[src/rtl/reg_chain_rr_sched_if.sv]
// reg_chain_rr_sched_if: requester, output and control bundle of the round-robin register-chain scheduler.
interface reg_chain_rr_sched_if #(
    parameter int NUM_REQ = 4,
    parameter int WIDTH   = 8
);
    localparam int ID_W = $clog2(NUM_REQ);
    logic [NUM_REQ-1:0]       req_valid;
    logic [NUM_REQ*WIDTH-1:0] req_data;
    logic [NUM_REQ-1:0]       req_ready;
    logic                     out_valid;
    logic [WIDTH-1:0]         out_data;
    logic [ID_W-1:0]          out_id;
    logic                     out_ready;
    logic                     flush;
    logic                     busy;
    modport master (
        output req_valid, req_data, out_ready, flush,
        input  req_ready, out_valid, out_data, out_id, busy
    );
    modport slave (
        input  req_valid, req_data, out_ready, flush,
        output req_ready, out_valid, out_data, out_id, busy
    );
endinterface

[src/rtl/reg_chain_rr_sched.sv]
// reg_chain_rr_sched: round-robin grant into a shared bubble-collapsing register chain with ID-tagged output.
module reg_chain_rr_sched #(
    parameter int NUM_REQ = 4,
    parameter int WIDTH   = 8,
    parameter int STAGES  = 3
) (
    input  logic                 clk,
    input  logic                 rst_n,
    reg_chain_rr_sched_if.slave  bus
);
    localparam int ID_W = $clog2(NUM_REQ);
    logic [ID_W-1:0]  r_ptr;
    logic [STAGES-1:0] r_v;
    logic [WIDTH-1:0] r_d  [STAGES];
    logic [ID_W-1:0]  r_id [STAGES];
    logic [STAGES-1:0] w_adv;
    logic [ID_W-1:0]  w_gid;
    logic [ID_W-1:0]  w_idx;
    logic [WIDTH-1:0] w_gdata;
    logic             w_found;
    logic             w_take;
    // A stage may load when it or any stage downstream of it is empty, or the output drains.
    for (genvar s = 0; s < STAGES; s++) begin : g_adv
        assign w_adv[s] = bus.out_ready | ~&r_v[STAGES-1:s];
    end
    // Scan from farthest to nearest so the first valid requester at or after r_ptr wins.
    always_comb begin
        w_found = 1'b0;
        w_gid   = '0;
        w_idx   = '0;
        for (int k = NUM_REQ - 1; k >= 0; k--) begin
            w_idx = ID_W'((int'(r_ptr) + k) % NUM_REQ);
            if (bus.req_valid[w_idx]) begin
                w_found = 1'b1;
                w_gid   = w_idx;
            end
        end
    end
    always_comb begin
        w_gdata = '0;
        for (int i = 0; i < NUM_REQ; i++)
            w_gdata = (w_gid == ID_W'(i)) ? bus.req_data[i*WIDTH +: WIDTH] : w_gdata;
    end
    assign w_take        = w_found & w_adv[0] & ~bus.flush & rst_n;
    assign bus.req_ready = w_take ? (NUM_REQ'(1) << w_gid) : '0;
    always_ff @(posedge clk) begin
        if (!rst_n) begin
            r_v   <= '0;
            r_ptr <= '0;
            for (int k = 0; k < STAGES; k++) begin
                r_d[k]  <= '0;
                r_id[k] <= '0;
            end
        end else begin
            if (w_take)
                r_ptr <= ID_W'((int'(w_gid) + 1) % NUM_REQ);
            if (w_adv[0]) begin
                r_v[0]  <= w_take;
                r_d[0]  <= w_gdata;
                r_id[0] <= w_gid;
            end
            for (int k = 1; k < STAGES; k++) begin
                if (w_adv[k]) begin
                    r_v[k]  <= r_v[k-1];
                    r_d[k]  <= r_d[k-1];
                    r_id[k] <= r_id[k-1];
                end
            end
            if (bus.flush)
                r_v <= '0;
        end
    end
    assign bus.out_valid = r_v[STAGES-1];
    assign bus.out_data  = r_d[STAGES-1];
    assign bus.out_id    = r_id[STAGES-1];
    assign bus.busy      = |r_v;
endmodule

[src/flat_wrapper.sv]
// flat-port wrapper written by rule: the top's interface ports become plain ports
module reg_chain_rr_sched_flat 
#(
    parameter int NUM_REQ = 4,
    parameter int WIDTH   = 8,
    parameter int STAGES  = 3
)
  (clk, rst_n, bus_req_valid, bus_req_data, bus_out_ready, bus_flush, bus_req_ready, bus_out_valid, bus_out_data, bus_out_id, bus_busy);
  reg_chain_rr_sched_if #(.NUM_REQ(NUM_REQ), .WIDTH(WIDTH)) bus_i ();
  input  logic clk;
  input  logic rst_n;
  input wire logic [$bits(bus_i.req_valid)-1:0] bus_req_valid;
  input wire logic [$bits(bus_i.req_data)-1:0] bus_req_data;
  input wire logic [$bits(bus_i.out_ready)-1:0] bus_out_ready;
  input wire logic [$bits(bus_i.flush)-1:0] bus_flush;
  output wire logic [$bits(bus_i.req_ready)-1:0] bus_req_ready;
  output wire logic [$bits(bus_i.out_valid)-1:0] bus_out_valid;
  output wire logic [$bits(bus_i.out_data)-1:0] bus_out_data;
  output wire logic [$bits(bus_i.out_id)-1:0] bus_out_id;
  output wire logic [$bits(bus_i.busy)-1:0] bus_busy;
  assign bus_i.req_valid = bus_req_valid;
  assign bus_i.req_data = bus_req_data;
  assign bus_i.out_ready = bus_out_ready;
  assign bus_i.flush = bus_flush;
  assign bus_req_ready = bus_i.req_ready;
  assign bus_out_valid = bus_i.out_valid;
  assign bus_out_data = bus_i.out_data;
  assign bus_out_id = bus_i.out_id;
  assign bus_busy = bus_i.busy;
  reg_chain_rr_sched #(.NUM_REQ(NUM_REQ), .WIDTH(WIDTH), .STAGES(STAGES)) u_core (.clk(clk), .rst_n(rst_n), .bus(bus_i));
endmodule
[config.mk]
export PLATFORM = sky130hd
export DESIGN_NAME = reg_chain_rr_sched_flat
export DESIGN_NICKNAME = d
export VERILOG_FILES = /design/src/rtl/reg_chain_rr_sched_if.sv /design/src/rtl/reg_chain_rr_sched.sv /design/src/flat_wrapper.sv
export SDC_FILE = /design/constraint.sdc
export NUM_CORES = 1
export LEC_CHECK = 0
export ABC_CLOCK_PERIOD_IN_PS = 1900
export BUFFER_PORTS_ARGS = -buffer_cell sky130_fd_sc_hd__buf_2
export CORE_AREA = 2 2 67 69
export CTS_CLUSTER_DIAMETER = 50
export DETAILED_ROUTE_END_ITERATION = 10
export DIE_AREA = 0 0 69 71
export GPL_TIMING_DRIVEN = 0
export PLACE_DENSITY = 0.74
export SYNTH_ARGS = -nofsm -noshare
export SYNTH_HDL_FRONTEND = slang
export SYNTH_SLANG_ARGS = --single-unit
[constraint.sdc]
create_clock -name clk -period 1.9 [get_ports clk]
set_input_delay 0.19 -clock clk [delete_from_list [all_inputs] [get_ports clk]]
set_output_delay 0.19 -clock clk [all_outputs]
set_load 0.005 [all_outputs]
## Yosys cells after proc, flatten, opt, wreduce, memory -nomap -nowiden

Memories as Yosys holds them, arrays and structs flattened.
Index checks and enable logic that the tools add are counted.

| word-level totals | value |
|---|---|
| register bits after elaboration | 5 |
| RAM bits | 30 |
| input bits | 40 |
| output and inout bits | 16 |
| logic and storage cells | 77 |
| memories kept | 2 |

| cells by class | value |
|---|---|
| add/sub/neg operators | 4 |
| magnitude comparators | 4 |
| equality and inequality tests | 3 |
| shift operators | 1 |
| multiplexer cells | 37 |
| bitwise operators | 14 |
| reduce and logical (&&, ||, !) cells | 8 |

Memories:

| name | words | width | rd ports | clocked after memory_dff | write ports | line | source |
|---|---|---|---|---|---|---|---|
| u_core.r_d | 3 | 8 | 3 | 0 | 3 | reg_chain_rr_sched.sv:14 | `logic [WIDTH-1:0] r_d [STAGES];` |
| u_core.r_id | 3 | 2 | 3 | 0 | 3 | reg_chain_rr_sched.sv:15 | `logic [ID_W-1:0] r_id [STAGES];` |

Operators with widths:

| kind | number |
|---|---|
| 2-to-1 mux 8 bit | 7 |
| 2-to-1 mux 1 bit | 18 |
| 2-to-1 mux 2 bit | 7 |
| < comparator 2 x 3 -> 1 bit, second input constant | 4 |
| bitwise OR 1 bit | 9 |
| binary-select mux 1 bit (select 2 bit) | 4 |
| adder 2 x 1 -> 2 bit, second input constant | 2 |
| adder 2 bit, second input constant | 2 |
| equality test 2 bit, second input constant | 2 |
| 2-to-1 mux 4 bit | 1 |
| << shifter 1 x 2 -> 4 bit, first input constant | 1 |
| AND 1 bit | 3 |
| logical NOT 1 bit | 3 |
| AND reduction 3 bit | 1 |
| OR reduction 3 bit | 1 |
| equality test 2 x 1 -> 1 bit, second input constant | 1 |
| logical NOT 2 bit | 1 |
| inverter 1 bit | 2 |
| AND reduction 2 bit | 1 |
| OR reduction 2 bit | 1 |

## Longest topological paths before layout

Gate-level depths: netlist of run 1.

| depth | value |
|---|---|
| depth after elaboration | 13 |
| gate-level depth with buffers | 11 |

## Worst setup path after synthesis of run 1

No wires, ideal clock.

| timing path | value |
|---|---|
| path type | register to register |
| from | register u_core.r_ptr[1] |
| to | memory u_core.r_d[0][6] (data pin) |
| library setup time | 263 ps |
| arrival | 1,709 ps |
| required time | 1,637 ps |
| slack | -72 ps |
| stages on the path, launching flop included | 12 |
| path buffers | 2 |
| period minus slack after synthesis | 1,972 ps |
| cells stage by stage | dfxtp_1 a21o_1 a21oi_1 o22ai_1 inv_1 ha_1 clkbuf_1 buf_2 a21oi_1 o21ai_0 a22oi_1 nor2_1 |

RTL lines:

| item | line | source |
|---|---|---|
| from (decl) | reg_chain_rr_sched.sv:12 | `logic [ID_W-1:0] r_ptr;` |
| from (signal assigned) | reg_chain_rr_sched.sv:56 | `r_ptr <= ID_W'((int'(w_gid) + 1) % NUM_REQ);` |
| to (decl) | reg_chain_rr_sched.sv:14 |  |

## Worst setup path after layout of run 1

| timing path | value |
|---|---|
| from | register u_core.r_ptr[0] |
| to | output bus_req_ready[3] |

| between the ends | value |
|---|---|
| elaborated cells between the ends (all ways) | 24 |

RTL lines:

| item | line | source |
|---|---|---|
| adder 2 bit | reg_chain_rr_sched.sv:32 | `w_idx = ID_W'((int'(r_ptr) + k) % NUM_REQ);` |
| binary-select mux 1 bit (select 2 bit) | reg_chain_rr_sched.sv:33 | `if (bus.req_valid[w_idx]) begin` |
| 2-to-1 mux 1 bit (not written as such) | reg_chain_rr_sched.sv:33 |  |
| 2-to-1 mux 2 bit (3 in a row) | reg_chain_rr_sched.sv:33 |  |
| 2-to-1 mux 2 bit * | reg_chain_rr_sched.sv:33 |  |
| named net u_core.w_gid[0] | reg_chain_rr_sched.sv:17 | `logic [ID_W-1:0] w_gid;` |
| << shifter 1 x 2 -> 4 bit * | reg_chain_rr_sched.sv:45 | `assign bus.req_ready = w_take ? (NUM_REQ'(1) << w_gid) : '0;` |
| 2-to-1 mux 4 bit * | reg_chain_rr_sched.sv:45 |  |
| to (decl) | flat_wrapper.sv:16 | `output wire logic [$bits(bus_i.req_ready)-1:0] bus_req_ready;` |

Mark *: on every way through the listed nets, which the timed path passes. The rest lies on a longest branch. The select of a mux whose other input is x is not followed.

==> results of run 1 <==
registers in the layout (all words and copies together), names as in the netlist:
name / count
u_core.r_ptr: 2
u_core.r_d: 24
u_core.r_id: 6
u_core.r_v: 3
cells in the mapped netlist (2+ instances only):
master    count
clkbuf_1      5
a21oi_1      12
nand3_1       2
a211o_1       7
buf_4        10
nor2_1        7
and3_1       20
edfxtp_1     30
nand2_1      11
and2_1        4
a221oi_1      7
dfxtp_1       5
buf_2         3
a21o_1        2
ha_1          4
nor2b_1       2
inv_1        12
cell type report:
class	count	area (um2)
well taps	52	65.1
multi-input cells	95	837
fillers	332	1610
plain buffers	19	136
inverters	12	45.0
repair buffers	65	373
clock buffers	6	72.6
flip-flops and latches	35	1010
clock inverters	2	60.1
kinds of logic after synthesis:
| kind of cell | count (synthesis) | share of synthesized area |
|---|---|---|
| AOI/OAI and AO/OA | 37 | 0.156 |
| buffers and inverters | 33 | 0.0960 |
| adders and majority gates | 4 | 0.0276 |
| DFF | 35 | 0.552 |
| and+or+nand+nor | 54 | 0.168 |
worst max-delay path by stage:
stage,slack [ns],cells after the start,to
floorplan,0.001,8,u_core.r_d[0][0]$_SDFFCE_PP0P_
global placement,-0.23,11,u_core.r_d[0][6]$_SDFFCE_PP0P_
detailed placement,-0.22,11,u_core.r_d[0][6]$_SDFFCE_PP0P_
CTS,-0.06,8,bus_req_ready[2]
global route,-0.18,8,u_core.r_d[0][2]$_SDFFCE_PP0P_
finish,-0.12,8,bus_req_ready[3]
report_power, final:
group / total (mW) / internal, mW / switching (mW)
Clock: 0.778 / 0.524 / 0.254
Combinational: 0.506 / 0.270 / 0.236
Sequential: 0.935 / 0.909 / 0.0257
per-stage QoR:
step                TNS [ns]  hold WS [ns]
global route           -1.57         0.129
finish                -0.889         0.132
detailed placement     -1.53         0.421
CTS                   -0.444         0.121
global placement       -1.49         0.417
floorplan                  0         0.283
per-layer routing:
| layer | wire length [um] | vias to the layer above |
|---|---|---|
| met2 | 1970 | 63 |
| li1 | - | 729 |
| met5 | 0 | - |
| met1 | 1520 | 641 |
| met3 | 230 | 4 |
| met4 | 66 | 0 |
timing repair:
| item | CTS | global route |
|---|---|---|
| endpoints found under the setup margin | 11 | 11 |
| pin swaps | 20 | 6 |
| buffers inserted | 9 | 2 |
| resized for setup | 40 | 7 |
==> metrics.yaml, run 1 <==
h-tree-depth: 2
cp_max_fo: 4
finClkSkew_ns: 0.00514
critPathMaxStageDelay_ns: 0.37
grt_pass1_vias: 1433
wl_per_cell_um: 13.3
n_antenna_cell: 0
die_h_um: 71
grt_util_met1: 0.200
min-delay-start: "bus_flush"
r2r_start: "u_core.r_ptr[0]$_SDFFE_PN0P_"
portBuffers: 54
synth_top_area_frac: 0.497
met3_usage: 0.0470
hpwl_um: 2290
place_ws_ns: -0.220
whs_endpoint: "u_core.r_ptr[1]$_SDFFE_PN0P_"
outcome: "finished with violations"
min_period_over_period: 1.07
leakagePower_nw: 1.28
cp-start-kind: "flip-flop"
cp-end-kind: "output port"
wirelength_um: 3790
violations: "negative setup slack"
drt_iter0_drc: 17
antenna_found_initial: 0
final_area_um2: 2600
clock-sinks: 35
r2r_cells: 8
worstHoldPathCells: 2
tightest_slew_ns: 0.481
gp_congestion: 0.753
crit_chain: "o221a_4 > o22ai_4 > inv_2 > buf_4 > ha_4 > buf_6 > and2_4 > buf_6"
dieArea_um2: 4900
syn_area_um2: 1810
final-setup-viol-count: 11
power.total_mw: 2.22
rsz0062_at_grt: "yes"
vdd_drop_max_v: 0.000444
min_path_type: "in -> reg"
grt_max_degree: 12
clk_latency_ns: 0.28
regToRegSetupSlack_ns: -0.11
grt_busiest_layer: "met2"
antenna_left: 0
synth_ff_type: "edfxtp_1"
drv_slew: 0
fmax_mhz: 494
powerDensity_nw_per_um2: 854
globalRoute.totalOverflow: 0
setup_ws_ns: -0.124
area_growth_pct: 43.4
cpMostUsedCell: "buf_6"
grt_usage: 0.170
yosysSeqAreaShare: 0.552
nNetsFinal: 277
synth-seq-cells: 35
die_w_um: 69
fin_util: 0.618
cp-startpoint: "u_core.r_ptr[0]$_SDFFE_PN0P_"
clk_pin_slew_ns: 0.06
dr.pass1.iters: 4
cts.path.max_buffers: 2
worst_path_dominant_cell_family: "buffers and inverters"
worstPathRequired_ns: 1.71
rows: 24
synthTopCellsByArea: "edfxtp_1 50%, and3_1 6.9%, dfxtp_1 5.5%"
place_area_um2: 2180
async_flop_share: 0
max_cap_violations: 0
final_common_cell: "buf_2"
worst-setup-path-type: "reg -> out"
met2_usage: 0.291
cts_inserted_buffers: 5
slowest_stage: "dfxtp_4"
post-place-cells: 269
vias: 1437
ctsHoldBuffers: 0
worst-path-buf-inv: 4
yosys.area.top_type: "edfxtp_1"
max_slew_margin: 0.678
rr_endpoint: "u_core.r_d[0][2]$_SDFFCE_PP0P_"
vias_per_cell: 5.02
synth_edf_count: 30
ios: 56
syn_inst: 163
final_cell_mix: "52 x buf_2, 30 x edfxtp_1, 20 x buf_4, 20 x and3_1, 11 x nand2_1"
drive_above_1_share: 0.526
drc_errors: 0
final-hold-violation-count: 0
cts_root_buffer: "clkbuf_8"
cp_data_arrival_time_ns: 1.83
fin_crit_ns: 2.02
yosys_warnings: 0
synth_nets: 207
avgSynthCellArea_um2: 11.1
fin_cells: 286
cts_tree: "done"
start_util: 0.431
synth_cell_types: 37
grt_pass1_wl_um: 6610
coreArea_um2: 4200
(Power assumes the default switching activity.)
==> inputs of run 2 (changes only) <==
--- a/config.mk
+++ b/config.mk
@@ -13,6 +13,7 @@
 export DIE_AREA = 0 0 69 71
 export GPL_TIMING_DRIVEN = 0
 export PLACE_DENSITY = 0.74
+export RECOVER_POWER = 100
 export SYNTH_ARGS = -nofsm -noshare
 export SYNTH_HDL_FRONTEND = slang
 export SYNTH_SLANG_ARGS = --single-unit
==> run 2 against run 1 <==
  * The flow still finishes with violations (negative setup slack)
  * Maximum frequency barely moved
  * Largest power group unchanged
  * Non-clock buffer count unchanged
  * Largest cell class unchanged
  * First-iteration DRC count up 5.9%
  * Final cell count unchanged
  * Clock skew is essentially flat
  * Hold slack got worse by 0.0010 ns
  * Sequential power hardly changed
  * Via count fell by 0.70%
  * Cell area decreased by 0.63%
==> metrics.yaml, run 2 (same netlist as run 1, synthesis figures left out) <==
slowest_stage: "dfxtp_4"  # unchanged
final_common_cell: "buf_2"  # unchanged
finClkSkew_ns: 0.00490  # was 0.00514 ns
wl_per_cell_um: 13.0  # was 13.3 um
vdd_drop_max_v: 0.000443  # was 0.000444 V
worst-setup-path-type: "reg -> out"  # unchanged
die_w_um: 69  # unchanged
coreArea_um2: 4200  # unchanged
max_slew_margin: 0.679  # was 0.678
tightest_slew_ns: 0.479  # was 0.481 ns
vias_per_cell: 4.99  # was 5.02
hpwl_um: 2290  # unchanged
dieArea_um2: 4900  # unchanged
powerDensity_nw_per_um2: 856  # was 854 nW/um2
cts_inserted_buffers: 5  # unchanged
drv_slew: 0  # unchanged
cp_data_arrival_time_ns: 1.83  # about the same
largest_reg_flops: 24  # unchanged
gp_congestion: 0.753  # unchanged
outcome: "finished with violations"  # unchanged
clk_pin_slew_ns: 0.06  # about the same
rows: 24  # unchanged
seq_area_um2: 1010  # unchanged
grt_usage: 0.170  # unchanged
cpMostUsedCell: "buf_6"  # unchanged
drt_iter0_drc: 18  # was 17
start_util: 0.431  # unchanged
h-tree-depth: 2  # unchanged
area_growth_pct: 42.5  # was 43.4%
dr.pass1.iters: 5  # was 4
cp_max_fo: 4  # unchanged
grt_max_degree: 12  # unchanged
cts_root_buffer: "clkbuf_8"  # unchanged
wirelength_um: 3730  # was 3790 um
ios: 56  # unchanged
critPathMaxStageDelay_ns: 0.37  # about the same
regMostFlops: "u_core.r_d"  # unchanged
cts.path.max_buffers: 2  # unchanged
fin_crit_ns: 2.02  # about the same
antenna_found_initial: 0  # unchanged
largestRegisters: "u_core.r_d: 24 flops, u_core.r_id: 6 flops, u_core.r_v: 3 flops"  # unchanged
worstPathRequired_ns: 1.71  # about the same
clock-sinks: 35  # unchanged
worst_path_dominant_cell_family: "buffers and inverters"  # unchanged
grt_pass1_vias: 1433  # unchanged
grt_pass1_wl_um: 6610  # unchanged
min_path_type: "in -> reg"  # unchanged
vias: 1427  # was 1437
fmax_mhz: 494  # about the same
ctsHoldBuffers: 0  # unchanged
nNetsFinal: 277  # unchanged
antenna_left: 0  # unchanged
crit_chain: "o221a_4 > o22ai_4 > inv_2 > buf_4 > ha_4 > buf_6 > and2_4 > buf_6"  # unchanged
final-setup-viol-count: 11  # unchanged
cp-end-kind: "output port"  # unchanged
rsz0062_at_grt: "yes"  # unchanged
final-hold-violation-count: 0  # unchanged
n_antenna_cell: 0  # unchanged
cts_tree: "done"  # unchanged
place_area_um2: 2180  # unchanged
leakagePower_nw: 1.26  # was 1.28 nW
drive_above_1_share: 0.513  # was 0.526
power.total_mw: 2.21  # was 2.22 mW
worst-path-buf-inv: 4  # unchanged
die_h_um: 71  # unchanged
clk_latency_ns: 0.28  # about the same
violations: "negative setup slack"  # unchanged
max_cap_violations: 0  # unchanged
cp-start-kind: "flip-flop"  # unchanged
globalRoute.totalOverflow: 0  # unchanged
min_period_over_period: 1.06  # was 1.07
drc_errors: 0  # unchanged
final_cell_mix: "52 x buf_2, 30 x edfxtp_1, 20 x and3_1"  # was 52 x buf_2, 30 x edfxtp_1, 20 x buf_4, 20 x and3_1, 11 x nand2_1
nFillCells: 333  # was 332
multi_input_area_um2: 830  # was 837 um2
setup_ws_ns: -0.123  # was -0.124 ns
final_area_um2: 2580  # was 2600 um2
portBuffers: 54  # unchanged
run 2: timing repair:
| item | in CTS | in global routing |
|---|---|---|
| pin swaps | 20 | 6 |
| endpoints found under the setup margin | 11 | 11 |
| resized for setup | 40 | 7 |
| buffers inserted | 9 | 2 |
run 2: cell type report:
class / count / area share
sequential: 35 / 0.391
multi-input combinational: 95 / 0.321
timing repair buffer: 65 / 0.144
buffer: 19 / 0.0494
clock buffer: 6 / 0.0281
tap: 52 / 0.0252
clock inverter: 2 / 0.0233
inverter: 12 / 0.0175
run 2: worst paths after layout:
path,startpoint,end,slack (ns),depth (start not counted)
max,u_core.r_ptr[0]$_SDFFE_PN0P_,bus_req_ready[3],-0.12,8
min,bus_flush,u_core.r_ptr[1]$_SDFFE_PN0P_,0.13,2
max reg2reg,u_core.r_ptr[0]$_SDFFE_PN0P_,u_core.r_d[0][2]$_SDFFCE_PP0P_,-0.11,8
min reg2reg,u_core.r_d[0][14]$_SDFFCE_PP0P_,u_core.r_d[0][22]$_SDFFCE_PP0P_,0.55,1
run 2: metal layers:
layer	global-route usage	vias up	wire length (um)
li1	-	728	-
met1	0.200	634	1480
met2	0.291	61	1940
met3	0.0470	4	232
met4	0.0763	0	66
met5	0	-	0
run 2: report_power, final:
part	leakage, nW	switching, mW	internal, mW
sequential	0.403	0.0252	0.910
clock	0.0654	0.249	0.524
combinational	0.794	0.234	0.269
run 2: per-stage QoR:
| step | cells | util | TNS, ns | hold WS (ns) | setup slack [ns] |
|---|---|---|---|---|---|
| finish | 286 | 0.614 | -0.846 | 0.131 | -0.123 |
| global route | 286 | 0.614 | -1.64 | 0.129 | -0.178 |
| CTS | 284 | 0.606 | -0.444 | 0.121 | -0.0603 |
| detailed placement | 269 | 0.520 | -1.53 | 0.421 | -0.220 |
| global placement | 269 | 0.520 | -1.49 | 0.417 | -0.227 |
| floorplan | 163 | - | 0 | 0.283 | 0.00131 |
==> inputs of run 3 (changes only) <==
--- a/config.mk
+++ b/config.mk
@@ -7,10 +7,10 @@
 export LEC_CHECK = 0
 export ABC_CLOCK_PERIOD_IN_PS = 1900
 export BUFFER_PORTS_ARGS = -buffer_cell sky130_fd_sc_hd__buf_2
-export CORE_AREA = 2 2 67 69
+export CORE_AREA = 2 2 79 59
 export CTS_CLUSTER_DIAMETER = 50
 export DETAILED_ROUTE_END_ITERATION = 10
-export DIE_AREA = 0 0 69 71
+export DIE_AREA = 0 0 81 61
 export GPL_TIMING_DRIVEN = 0
 export PLACE_DENSITY = 0.74
 export RECOVER_POWER = 100
==> constraint.sdc (replaced) <==
create_clock -name clk -period 1.9 [get_ports clk]
set_input_delay 0.19 -clock clk [delete_from_list [all_inputs] [get_ports clk]]
set_output_delay 0.19 -clock clk [all_outputs]
set_load 0.01 [all_outputs]
==> run 3 against run 2 <==
  * The flow still finishes with violations (negative setup slack)
  * Clock skew increased by 0.0022 ns
  * Sequential share of layout area up 1.5 points
  * Maximum frequency is 2.2% lower
  * Final cell count rose by 1.0%
  * Non-clock buffer count unchanged
  * Flip-flop and latch count did not move
  * Clock power down 35%
  * Setup slack got worse by 0.045 ns
  * Critical path depth is 1 higher
  * Utilization decreased by 1.5 points
  * Clock-buffer cell count unchanged
  * Largest cell class unchanged
  * Largest power group unchanged
==> metrics.yaml, run 3 (same netlist as run 1, synthesis figures left out) <==
dieArea_um2: 4940  # was 4900 um2
cts_inserted_buffers: 5  # unchanged
min-delay-start: "bus_flush"  # unchanged
violations: "negative setup slack"  # unchanged
nNetsFinal: 277  # unchanged
min_path_type: "in -> reg"  # unchanged
worstHoldPathCells: 2  # unchanged
outcome: "finished with violations"  # unchanged
grt_pass1_vias: 1428  # was 1433
pwr-share-seq: 0.483  # was 0.423
antenna_left: 0  # unchanged
hpwl_um: 2620  # was 2290 um
leakagePower_nw: 1.19  # was 1.26 nW
fin_util: 0.599  # was 0.614
largestRegisters: "u_core.r_d: 24 flops, u_core.r_id: 6 flops, u_core.r_v: 3 flops"  # unchanged
rsz0062_at_grt: "yes"  # unchanged
portBuffers: 54  # unchanged
tns_ns: -1.41  # was -0.846 ns
setup_ws_ns: -0.169  # was -0.123 ns
drive_above_1_share: 0.462  # was 0.513
intPower_mw: 1.42  # was 1.70 mW
wirelength_um: 3830  # was 3730 um
tightest_slew_ns: 0.529  # was 0.479 ns
antenna_found_initial: 0  # unchanged
powerDensity_nw_per_um2: 779  # was 856 nW/um2
ctsHoldBuffers: 0  # unchanged
cp-end-kind: "flip-flop"  # was output port
ios: 56  # unchanged
die_w_um: 81  # was 69 um
grt_usage: 0.174  # was 0.170
seq_area_um2: 1010  # unchanged
final_common_cell: "buf_2"  # unchanged
fin_crit_ns: 2.07  # was 2.02 ns
start_util: 0.436  # was 0.431
place_area_um2: 2190  # was 2180 um2
final_area_um2: 2490  # was 2580 um2
globalRoute.totalOverflow: 0  # unchanged
vias_per_cell: 4.89  # was 4.99
cts_tree: "done"  # unchanged
cp-startpoint: "u_core.r_ptr[1]$_SDFFE_PN0P_"  # was u_core.r_ptr[0]$_SDFFE_PN0P_
gp_congestion: 0.813  # was 0.753
p_clk_frac: 0.261  # was 0.350
fmax_mhz: 483  # was 494 MHz
nFillCells: 371  # was 333
coreArea_um2: 4150  # was 4200 um2
drc_errors: 0  # unchanged
regMostFlops: "u_core.r_d"  # unchanged
regToRegSetupSlack_ns: -0.17  # was -0.11 ns
rr_endpoint: "u_core.r_d[0][7]$_SDFFCE_PP0P_"  # was u_core.r_d[0][2]$_SDFFCE_PP0P_
grt_max_degree: 12  # unchanged
clock-sinks: 35  # unchanged
min_period_over_period: 1.09  # was 1.06
final_cell_mix: "43 x buf_2, 30 x edfxtp_1, 20 x buf_4, 20 x and3_1, 18 x clkbuf_1"  # was 52 x buf_2, 30 x edfxtp_1, 20 x and3_1
clk_pin_slew_ns: 0.06  # about the same
rows: 20  # was 24
largest_reg_flops: 24  # unchanged
place_ws_ns: -0.277  # was -0.220 ns
final-hold-violation-count: 0  # unchanged
area_growth_pct: 37.4  # was 42.5%
multi_input_area_um2: 811  # was 830 um2
worstPathRequired_ns: 1.91  # was 1.71 ns
p_sw_frac: 0.266  # was 0.230
drv_slew: 0  # unchanged
n_antenna_cell: 0  # unchanged
cp-start-kind: "flip-flop"  # unchanged
dr.pass1.iters: 4  # was 5
r2r_cells: 9  # was 8
vdd_drop_max_v: 0.000374  # was 0.000443 V
grt_pass1_wl_um: 6390  # was 6610 um
h-tree-depth: 2  # unchanged
finClkSkew_ns: 0.00706  # was 0.00490 ns
whs_endpoint: "u_core.r_ptr[1]$_SDFFE_PN0P_"  # unchanged
vias: 1414  # was 1427
worst-setup-path-type: "reg -> reg"  # was reg -> out
clk_latency_ns: 0.28  # about the same
cts_root_buffer: "clkbuf_8"  # unchanged
wl_per_cell_um: 13.3  # was 13.0 um
pwr-share-comb: 0.256  # was 0.227
cp_data_arrival_time_ns: 2.08  # was 1.83 ns
power_switching_mw: 0.515  # was 0.508 mW
max_slew_margin: 0.646  # was 0.679
r2r_start: "u_core.r_ptr[1]$_SDFFE_PN0P_"  # was u_core.r_ptr[0]$_SDFFE_PN0P_
final-setup-viol-count: 12  # was 11
cts.path.max_buffers: 2  # unchanged
drt_iter0_drc: 71  # was 18
cp_max_fo: 7  # was 4
die_h_um: 61  # was 71 um
max_cap_violations: 0  # unchanged
## run 3: layout make-up
cell class                      count  area share
Buffer                             19      0.0513
Clock buffer                        6      0.0292
Clock inverter                      2     0.00503
Inverter                           12      0.0181
Multi-Input combinational cell     95       0.326
Sequential cell                    35       0.405
Tap cell                           55      0.0277
Timing Repair Buffer               65       0.138
## run 3: power by group through the flow
stage,Combinational (mW),Clock [mW],Sequential [mW]
final,0.496,0.506,0.936
after global routing,0.539,0.548,0.942
after CTS,0.482,0.521,0.936
after detailed placement,0.348,0,0.950
after global placement,0.346,0,0.946
after floorplan,0.244,0,0.941
## run 3: critical path, stage by stage (launching register included)
cell      delay (ns)
dfxtp_4         0.36
a21o_1          0.16
a21oi_2         0.18
o22ai_4         0.13
buf_6           0.14
ha_4            0.15
and2b_4         0.20
a221oi_2        0.25
a211o_1         0.16
a21oi_2         0.06
## run 3: what timing repair did
item / 4_1_cts / 5_1_grt
setup endpoints to repair: 11 / 12
gates resized for setup: 38 / 3
pin swaps: 16 / 2
setup buffers: 11 / 0
## run 3: worst max path at each step
stage | to | slack [ns] | cells after the start
CTS | u_core.r_d[0][5]$_SDFFCE_PP0P_ | -0.11 | 9
floorplan | u_core.r_d[0][0]$_SDFFCE_PP0P_ | 0.001 | 8
global route | u_core.r_d[0][6]$_SDFFCE_PP0P_ | -0.24 | 9
finish | u_core.r_d[0][7]$_SDFFCE_PP0P_ | -0.17 | 9
global placement | u_core.r_d[0][6]$_SDFFCE_PP0P_ | -0.26 | 11
detailed placement | u_core.r_d[0][6]$_SDFFCE_PP0P_ | -0.28 | 11
## run 3: stage by stage
step / std cells / hold WS, ns / total power, mW
floorplan: 163 / 0.283 / 1.18
global placement: 272 / 0.414 / 1.29
detailed placement: 272 / 0.434 / 1.30
CTS: 289 / 0.134 / 1.94
global route: 289 / 0.149 / 2.03
finish: 289 / 0.154 / 1.94
## run 3: metal layers
layer	part of all wire	global-route usage	vias to the layer above	wire length [um]
li1	-	-	723	-
met1	0.43	0.208	618	1650
met2	0.48	0.309	64	1850
met3	0.067	0.0342	9	255
met4	0.019	0.0799	0	74
met5	0	0	-	0
